$ cat config.mk
export PLATFORM = sky130hd
export DESIGN_NAME = fwd_hazard_ctrl
export DESIGN_NICKNAME = d
export VERILOG_FILES = /design/src/rtl/hazard_pkg.sv /design/src/rtl/fwd_sel_lane.sv /design/src/rtl/fwd_hazard_ctrl.sv
export SDC_FILE = /design/constraint.sdc
export NUM_CORES = 1
export LEC_CHECK = 0
export CAP_MARGIN = 30
export CORE_MARGIN = 5
export CORE_UTILIZATION = 36
export CTS_CLUSTER_DIAMETER = 200
export DETAILED_ROUTE_END_ITERATION = 7
export PLACE_DENSITY = 0.74
export SLEW_MARGIN = 40
export SYNTH_ARGS = -nofsm -noshare
export SYNTH_HDL_FRONTEND = slang
export SYNTH_HIERARCHICAL = 1
export SYNTH_SLANG_ARGS = --single-unit
$ cat constraint.sdc
create_clock -name clk -period 1.6 [get_ports clk]
set_input_delay 0.32 -clock clk [delete_from_list [all_inputs] [get_ports clk]]
set_output_delay 0.32 -clock clk [all_outputs]
set_load 0.01 [all_outputs]
$ cat src/rtl/hazard_pkg.sv
// -----------------------------------------------------------------------------
// hazard_pkg
// Shared types for the forwarding / hazard-control slice.
//   fwd_sel_e  : per-operand forwarding source (register file, MEM/WB, EX/MEM)
//   mc_state_e : multi-cycle (MUL/DIV) unit occupancy state
// -----------------------------------------------------------------------------
package hazard_pkg;

  typedef enum logic [1:0] {
    FWD_RF  = 2'b00,
    FWD_WB  = 2'b01,
    FWD_MEM = 2'b10
  } fwd_sel_e;

  typedef enum logic [1:0] {
    MC_IDLE = 2'b00,
    MC_BUSY = 2'b01,
    MC_DONE = 2'b10
  } mc_state_e;

endpackage : hazard_pkg

$ cat src/rtl/fwd_sel_lane.sv
// -----------------------------------------------------------------------------
// fwd_sel_lane
// Combinational forwarding select for a single source operand. EX/MEM wins
// over MEM/WB when both stages write the same register; register 0 is never
// forwarded because it is hard-wired to zero.
// Ports:
//   rs           in  source register index of this operand (ID/EX)
//   mem_rd       in  EX/MEM destination
//   mem_regwrite in  EX/MEM writes the register file
//   wb_rd        in  MEM/WB destination
//   wb_regwrite  in  MEM/WB writes the register file
//   sel          out forwarding select (fwd_sel_e encoding)
// -----------------------------------------------------------------------------
module fwd_sel_lane
  import hazard_pkg::*;
#(
  parameter int REG_ADDR_W = 5
) (
  input  logic [REG_ADDR_W-1:0] rs,
  input  logic [REG_ADDR_W-1:0] mem_rd,
  input  logic                  mem_regwrite,
  input  logic [REG_ADDR_W-1:0] wb_rd,
  input  logic                  wb_regwrite,
  output logic [1:0]            sel
);

  fwd_sel_e sel_s;

  // Priority compare: EX/MEM first, then MEM/WB, else register file.
  always_comb begin
    sel_s = FWD_RF;
    if (mem_regwrite && (mem_rd != {REG_ADDR_W{1'b0}}) && (mem_rd == rs)) begin
      sel_s = FWD_MEM;
    end else if (wb_regwrite && (wb_rd != {REG_ADDR_W{1'b0}}) && (wb_rd == rs)) begin
      sel_s = FWD_WB;
    end else begin
      sel_s = FWD_RF;
    end
  end

  assign sel = sel_s;

endmodule : fwd_sel_lane

$ cat src/rtl/fwd_hazard_ctrl.sv
// -----------------------------------------------------------------------------
// fwd_hazard_ctrl
// Forwarding selects for NUM_SRC operands plus hazard control for the 5-stage
// core: one-cycle load-use stall and an occupancy scoreboard for a single
// multi-cycle (MUL/DIV) execution unit.
//
// Optional feature macro: HAZARD_PERF_CNT_EN
//   Defined   -> adds stall_cycles[31:0] (cycles with stall=1) and
//                lu_events[15:0] (rising edges of the load-use hazard);
//                both saturate and clear on reset.
//   Undefined -> ports and counters are absent.
//
// Ports:
//   clk, reset            core clock, synchronous active-high reset
//   ex_rs / id_rs         packed source indices of ID/EX and IF/ID
//   id_valid, id_mc       IF/ID holds an instruction / it targets the MC unit
//   ex_rd, ex_memread     ID/EX destination / ID/EX is a load
//   mem_rd, mem_regwrite  EX/MEM destination / write enable
//   wb_rd, wb_regwrite    MEM/WB destination / write enable
//   mc_start, mc_rd       MC op issued from EX this cycle / its destination
//   fwd_sel               per-operand select, operand i at [2i +: 2]
//   stall, flush_ex       hold PC+IF/ID, bubble into ID/EX (identical)
//   mc_busy, mc_done      MC unit occupied / result writes back this cycle
// -----------------------------------------------------------------------------
module fwd_hazard_ctrl
  import hazard_pkg::*;
#(
  parameter int REG_ADDR_W = 5,
  parameter int NUM_SRC    = 2,
  parameter int MC_LAT     = 4,
  parameter int CNT_W      = 4
) (
  input  logic                           clk,
  input  logic                           reset,
  input  logic [NUM_SRC*REG_ADDR_W-1:0]  ex_rs,
  input  logic [NUM_SRC*REG_ADDR_W-1:0]  id_rs,
  input  logic                           id_valid,
  input  logic                           id_mc,
  input  logic [REG_ADDR_W-1:0]          ex_rd,
  input  logic                           ex_memread,
  input  logic [REG_ADDR_W-1:0]          mem_rd,
  input  logic                           mem_regwrite,
  input  logic [REG_ADDR_W-1:0]          wb_rd,
  input  logic                           wb_regwrite,
  input  logic                           mc_start,
  input  logic [REG_ADDR_W-1:0]          mc_rd,
  output logic [2*NUM_SRC-1:0]           fwd_sel,
  output logic                           stall,
  output logic                           flush_ex,
  output logic                           mc_busy,
  output logic                           mc_done
`ifdef HAZARD_PERF_CNT_EN
  ,
  output logic [31:0]                    stall_cycles,
  output logic [15:0]                    lu_events
`endif
);

  localparam logic [REG_ADDR_W-1:0] ZERO_REG = {REG_ADDR_W{1'b0}};
  localparam logic [CNT_W-1:0]      CNT_ZERO = {CNT_W{1'b0}};
  localparam logic [CNT_W-1:0]      CNT_ONE  = {{(CNT_W-1){1'b0}}, 1'b1};
  // BUSY spans MC_LAT cycles: the counter runs MC_LAT-1 down to 0.
  localparam logic [CNT_W-1:0]      CNT_LOAD = CNT_W'(MC_LAT - 1);

  mc_state_e                state_r, state_s;
  logic [CNT_W-1:0]         cnt_r, cnt_s;
  logic [REG_ADDR_W-1:0]    pend_rd_r, pend_rd_s;

  logic lu_match_s;
  logic mc_match_s;
  logic lu_hz_s;
  logic mc_hz_s;
  logic hz_s;

  // ---------------------------------------------------------------------------
  // Forwarding lanes
  // ---------------------------------------------------------------------------
  for (genvar i = 0; i < NUM_SRC; i++) begin : g_lane
    fwd_sel_lane #(
      .REG_ADDR_W (REG_ADDR_W)
    ) u_lane (
      .rs           (ex_rs[i*REG_ADDR_W +: REG_ADDR_W]),
      .mem_rd       (mem_rd),
      .mem_regwrite (mem_regwrite),
      .wb_rd        (wb_rd),
      .wb_regwrite  (wb_regwrite),
      .sel          (fwd_sel[2*i +: 2])
    );
  end

  // Compare every IF/ID source against the load destination and the pending MC destination.
  always_comb begin
    lu_match_s = 1'b0;
    mc_match_s = 1'b0;
    for (int i = 0; i < NUM_SRC; i++) begin
      lu_match_s = lu_match_s | (id_rs[i*REG_ADDR_W +: REG_ADDR_W] == ex_rd);
      mc_match_s = mc_match_s | (id_rs[i*REG_ADDR_W +: REG_ADDR_W] == pend_rd_r);
    end
  end

  // Hazard OR-reduction. A new MC op may enter ID during the DONE cycle since
  // the unit can accept a back-to-back issue then.
  always_comb begin
    lu_hz_s = ex_memread && (ex_rd != ZERO_REG) && id_valid && lu_match_s;
    mc_hz_s = id_valid && mc_busy &&
              ((id_mc && (state_r != MC_DONE)) ||
               ((pend_rd_r != ZERO_REG) && mc_match_s));
    hz_s    = lu_hz_s | mc_hz_s;
  end

  assign stall    = hz_s;
  assign flush_ex = hz_s;
  assign mc_busy  = (state_r != MC_IDLE);
  assign mc_done  = (state_r == MC_DONE);

  // Multi-cycle unit next-state; mc_start while BUSY is ignored.
  always_comb begin
    state_s   = state_r;
    cnt_s     = cnt_r;
    pend_rd_s = pend_rd_r;
    case (state_r)
      MC_IDLE: begin
        if (mc_start) begin
          state_s   = MC_BUSY;
          cnt_s     = CNT_LOAD;
          pend_rd_s = mc_rd;
        end else begin
          state_s   = MC_IDLE;
        end
      end
      MC_BUSY: begin
        if (cnt_r == CNT_ZERO) begin
          state_s = MC_DONE;
        end else begin
          cnt_s   = cnt_r - CNT_ONE;
        end
      end
      MC_DONE: begin
        if (mc_start) begin
          state_s   = MC_BUSY;
          cnt_s     = CNT_LOAD;
          pend_rd_s = mc_rd;
        end else begin
          state_s   = MC_IDLE;
        end
      end
      default: begin
        state_s   = MC_IDLE;
        cnt_s     = CNT_ZERO;
        pend_rd_s = ZERO_REG;
      end
    endcase
  end

  // Multi-cycle unit state register.
  always_ff @(posedge clk) begin
    if (reset) begin
      state_r   <= MC_IDLE;
      cnt_r     <= CNT_ZERO;
      pend_rd_r <= ZERO_REG;
    end else begin
      state_r   <= state_s;
      cnt_r     <= cnt_s;
      pend_rd_r <= pend_rd_s;
    end
  end

`ifdef HAZARD_PERF_CNT_EN
  logic lu_hz_r;

  // Saturating performance counters; lu_events counts load-use onsets only.
  always_ff @(posedge clk) begin
    if (reset) begin
      stall_cycles <= 32'h0000_0000;
      lu_events    <= 16'h0000;
      lu_hz_r      <= 1'b0;
    end else begin
      lu_hz_r <= lu_hz_s;
      if (hz_s && (stall_cycles != 32'hFFFF_FFFF)) begin
        stall_cycles <= stall_cycles + 32'h0000_0001;
      end
      if (lu_hz_s && !lu_hz_r && (lu_events != 16'hFFFF)) begin
        lu_events <= lu_events + 16'h0001;
      end
    end
  end
`endif

endmodule : fwd_hazard_ctrl

==> tab_implementation.tex <==
\begin{tabular}{lr}
\hline
Metric & Value \\
\hline
\multicolumn{2}{l}{\textbf{Clocking}} \\
\quad Clock root buffer master & clkbuf\_4 \\
\quad Maximum clock path buffer count & 2 \\
\quad H-tree levels & 1 \\
\quad Hold buffer count at cts & 0 \\
\quad Clock tree from TritonCTS & done \\
\quad Clock transition at path regs & 0.06 ns \\
\quad Clk\_lat worst skew & 0.26 ns \\
\quad Clock tree sinks & 11 \\
\quad Cts bufs inserted & 3 \\
\multicolumn{2}{l}{\textbf{Pwr}} \\
\quad Tot Pwr & 1.00 mW \\
\quad Leakage & 0.818 nW \\
\quad Pwr/cell area & 526 nW/um\^{}2 \\
\quad Worst supply voltage drop on vdd & 0.630 mV \\
\multicolumn{2}{l}{\textbf{Timing}} \\
\quad Pins over their slew limit & 0 \\
\quad Final Hold Violating Endpoints & 0 \\
\quad Final total negative setup slack & -0.546 ns \\
\quad RSZ-0062 raised after global routing & true \\
\quad Worst slew margin relative to its limit & 73.2\% \\
\quad Period minus WS final & 1.80 ns \\
\quad Ratio of final minimum period to clock period & 113\% \\
\quad Setup violators final & 4 \\
\quad Final setup slack of the worst path & -0.204 ns \\
\quad Setup clock skew after layout & 0.00427 ns \\
\quad Transition time at the pin with the least slew margin & 0.401 ns \\
\quad Maximum achievable frequency & 0.554 GHz \\
\quad Worst hold margin & 0.549 ns \\
\multicolumn{2}{l}{\textbf{Yosys}} \\
\quad Synth top area share & 19.4\% \\
\quad Post-synthesis sequential element count & 11 \\
\quad Distinct cell type count after synthesis & 32 \\
\quad Number of warnings reported in the yosys synthesis log & 6 \\
\quad Avg Cell Area, Syn & 7.94 um\^{}2 \\
\quad Register area share after synthesis & 19.4\% \\
\quad Mapped cell area & 1140 um\^{}2 \\
\quad Cell type with the highest aggregate area in the netlist & dfxtp\_1 \\
\quad Gate count after technology mapping & 143 \\
\quad Synth top area cells & dfxtp\_1, xnor2\_1, xor2\_1 \\
\quad Synthesized netlist net count & 193 \\
\multicolumn{2}{l}{\textbf{Setup path}} \\
\quad Stage delay of the slowest cell on the critical path & 0.27 ns \\
\quad Element type at the critical path end & output pin \\
\quad Worst Path Class, Setup & primary input to output pin \\
\quad Critical Path Fanout Max & 2 \\
\quad Worst reg2reg setup slack & 0.11 ns \\
\quad Reg2reg path depth & 7 \\
\quad Terminus of the critical flop-to-flop path & cnt\_r[0] \\
\quad Critical path's slowest cell & dlygate4sd2\_1 \\
\quad Startpoint of the worst register-to-register path & cnt\_r[0] \\
\quad Worst-path cell chain & dlygate4sd2\_1, xnor2\_2, nand3\_1, o32ai\_2, a21oi\_1, o22ai\_2, buf\_2 \\
\quad Req. time, crit path & 1.28 ns \\
\quad Arrival time reported for the critical path endpoint & 1.48 ns \\
\quad Setup crit start kind & primary input \\
\multicolumn{2}{l}{\textbf{Route}} \\
\quad Wirelength per Cell & 14.4 um \\
\quad Ratio of routed vias to standard cells & 4.87 \\
\quad Number of DRC markers in iteration 0 & 50 \\
\quad DRT antenna net count & 0 \\
\quad DRT Pass-1 Iters & 4 \\
\quad Post-detailed-routing wire length & 3.78 mm \\
\quad Total vias in the final route & 1,282 \\
\quad DRC Markers & 0 \\
\multicolumn{2}{l}{\textbf{Run status}} \\
\quad Status & complete, but fails checks \\
\quad Failing checks & setup timing \\
\multicolumn{2}{l}{\textbf{Finish}} \\
\quad Area grow syn2layout & 68.0\% \\
\quad Final net count & 270 \\
\quad Fill cell instance count of the final layout & 275 \\
\quad Final Cell Area & 1910 um\^{}2 \\
\quad Proportion of layout cells with a drive suffix above 1 & 36.1\% \\
\quad Count of non-filler cells in the finished layout & 263 \\
\quad Number of diodes added for antenna fixing & 0 \\
\quad Final standard cell utilization of the core & 63.0\% \\
\multicolumn{2}{l}{\textbf{Die}} \\
\quad Die height & 66.2 um \\
\quad Initial cell density of the core & 37.5\% \\
\quad I/O pin count & 56 \\
\quad Core Footprint & 3030 um\^{}2 \\
\quad Number of cell rows & 20 \\
\quad Die area & 4380 um\^{}2 \\
\quad Die extent in x & 66.2 um \\
\multicolumn{2}{l}{\textbf{Placement}} \\
\quad Area post-placement & 1860 um\^{}2 \\
\quad Cell count after placement & 256 \\
\quad Port buffer count & 55 \\
\quad Routability cong. & 0.852 \\
\quad Worst Setup Slack post-DPL & -0.899 ns \\
\quad Half-perimeter wire length after detailed placement & 3.02 mm \\
\multicolumn{2}{l}{\textbf{Global routing}} \\
\quad Total grt overflow & 0 \\
\quad First-pass GRT wire length & 6.00 mm \\
\quad Number of global-route vias before repair & 1,240 \\
\quad Antenna violations before repair & 0 \\
\quad Largest net degree at the start of global routing & 12 \\
\quad Global-route total usage across every layer & 17.5\% \\
\multicolumn{2}{l}{\textbf{Min path}} \\
\quad Cells on Worst Hold Path & 2 \\
\quad Hold Path End & cnt\_r[1] \\
\quad Kind of path behind the tightest hold check & flip-flop to flip-flop \\
\quad Launch point of the worst hold path & cnt\_r[1] \\
\multicolumn{2}{l}{\textbf{Flow run}} \\
\quad Number of maximum-capacitance violations & 0 \\
\hline
\end{tabular}
## repair_timing
item | 4_1_cts | 5_1_grt
pin swaps | 35 | 11
buffers inserted | 5 | 0
endpoints found under the setup margin | 8 | 5
resized for setup | 144 | 12
endpoints found under the hold margin | 0 | 0
## logic make-up after synthesis
| group | count (synthesis) | share of synthesized area [%] |
|---|---|---|
| mux | 4 | 3.52 |
| compound gates | 24 | 17.1 |
| flops | 11 | 19.4 |
| buf+inv | 8 | 3.74 |
| xor+xnor | 38 | 30.0 |
| simple gates | 56 | 24.1 |
| fa+ha+maj | 2 | 2.20 |
## cell usage after synthesis
cell type and n:
o22ai_1 2, nor2_1 13, o21ai_1 3, nand3_1 8
nand2_1 14, o211ai_1 1, mux2i_1 4, dfxtp_1 11
or4_1 1, o41ai_2 2, nor2b_1 2, a211oi_2 2
nor2b_2 1, or3b_1 1, or2_1 1, ha_1 2
inv_1 2, nor4_1 3, xnor2_1 23, nor3_2 2
a31oi_2 1, xor2_1 14, buf_4 3, o22a_1 3
xor2_2 1, a21oi_1 8, o32ai_2 1, clkbuf_1 1
nor3_1 10, inv_2 1, buf_2 1, a31oi_1 1
## registers in the layout (all words and copies together) (netlist names)
| signal | cells |
|---|---|
| pend_rd_r | 5 |
| cnt_r | 4 |
| state_r | 2 |
## final cells by class
cell class	count	area (um^2)	share of cell area [%]
multi-input cells	124	978	51.3
repair buffers	77	609	31.9
flip-flops and latches	11	228	11.9
well taps	44	55.1	2.89
clock buffers	4	26.3	1.38
inverters	3	11.3	0.590
## power by group
| part | internal (mW) | switching (mW) | total (mW) |
|---|---|---|---|
| clock network | 0.0963 | 0.0877 | 0.184 |
| registers | 0.299 | 0.0226 | 0.322 |
| logic | 0.266 | 0.231 | 0.497 |
## worst max-delay path, delay by kind of cell
family | cells | cell delay (ns)
compound gates | 3 | 0.47
simple gates | 1 | 0.11
xor+xnor | 1 | 0.16
buf+inv | 2 | 0.43
## per-layer routing
| layer | GRT usage [%] | vias to the layer above | share of wire, % |
|---|---|---|---|
| met5 | 0 | - | 0 |
| met2 | 32.1 | 43 | 51 |
| met4 | 1.52 | 0 | 0.37 |
| met1 | 20.7 | 581 | 42 |
| met3 | 4.93 | 2 | 6.3 |
| li1 | - | 656 | - |
## placed cells by master, fill, tap and decap left out, types with 8 or more instances in the layout
cell type	count
a21oi_1	8
buf_2	20
buf_4	23
clkdlybuf4s50_1	11
dlygate4sd2_1	16
nand2_1	14
nor2_1	11
nor3_1	10
xnor2_1	16
xor2_1	14
## worst max-delay path by stage
stage | from | endpoint | cells past startpoint
finish | id_rs[4] | stall | 7
global route | pend_rd_r[4] | flush_ex | 6
CTS | pend_rd_r[4] | stall | 6
detailed placement | ex_rd[0] | stall | 5
global placement | ex_rd[0] | flush_ex | 5
floorplan | ex_rd[0] | stall | 4
Power figures use the tool's default switching activity.
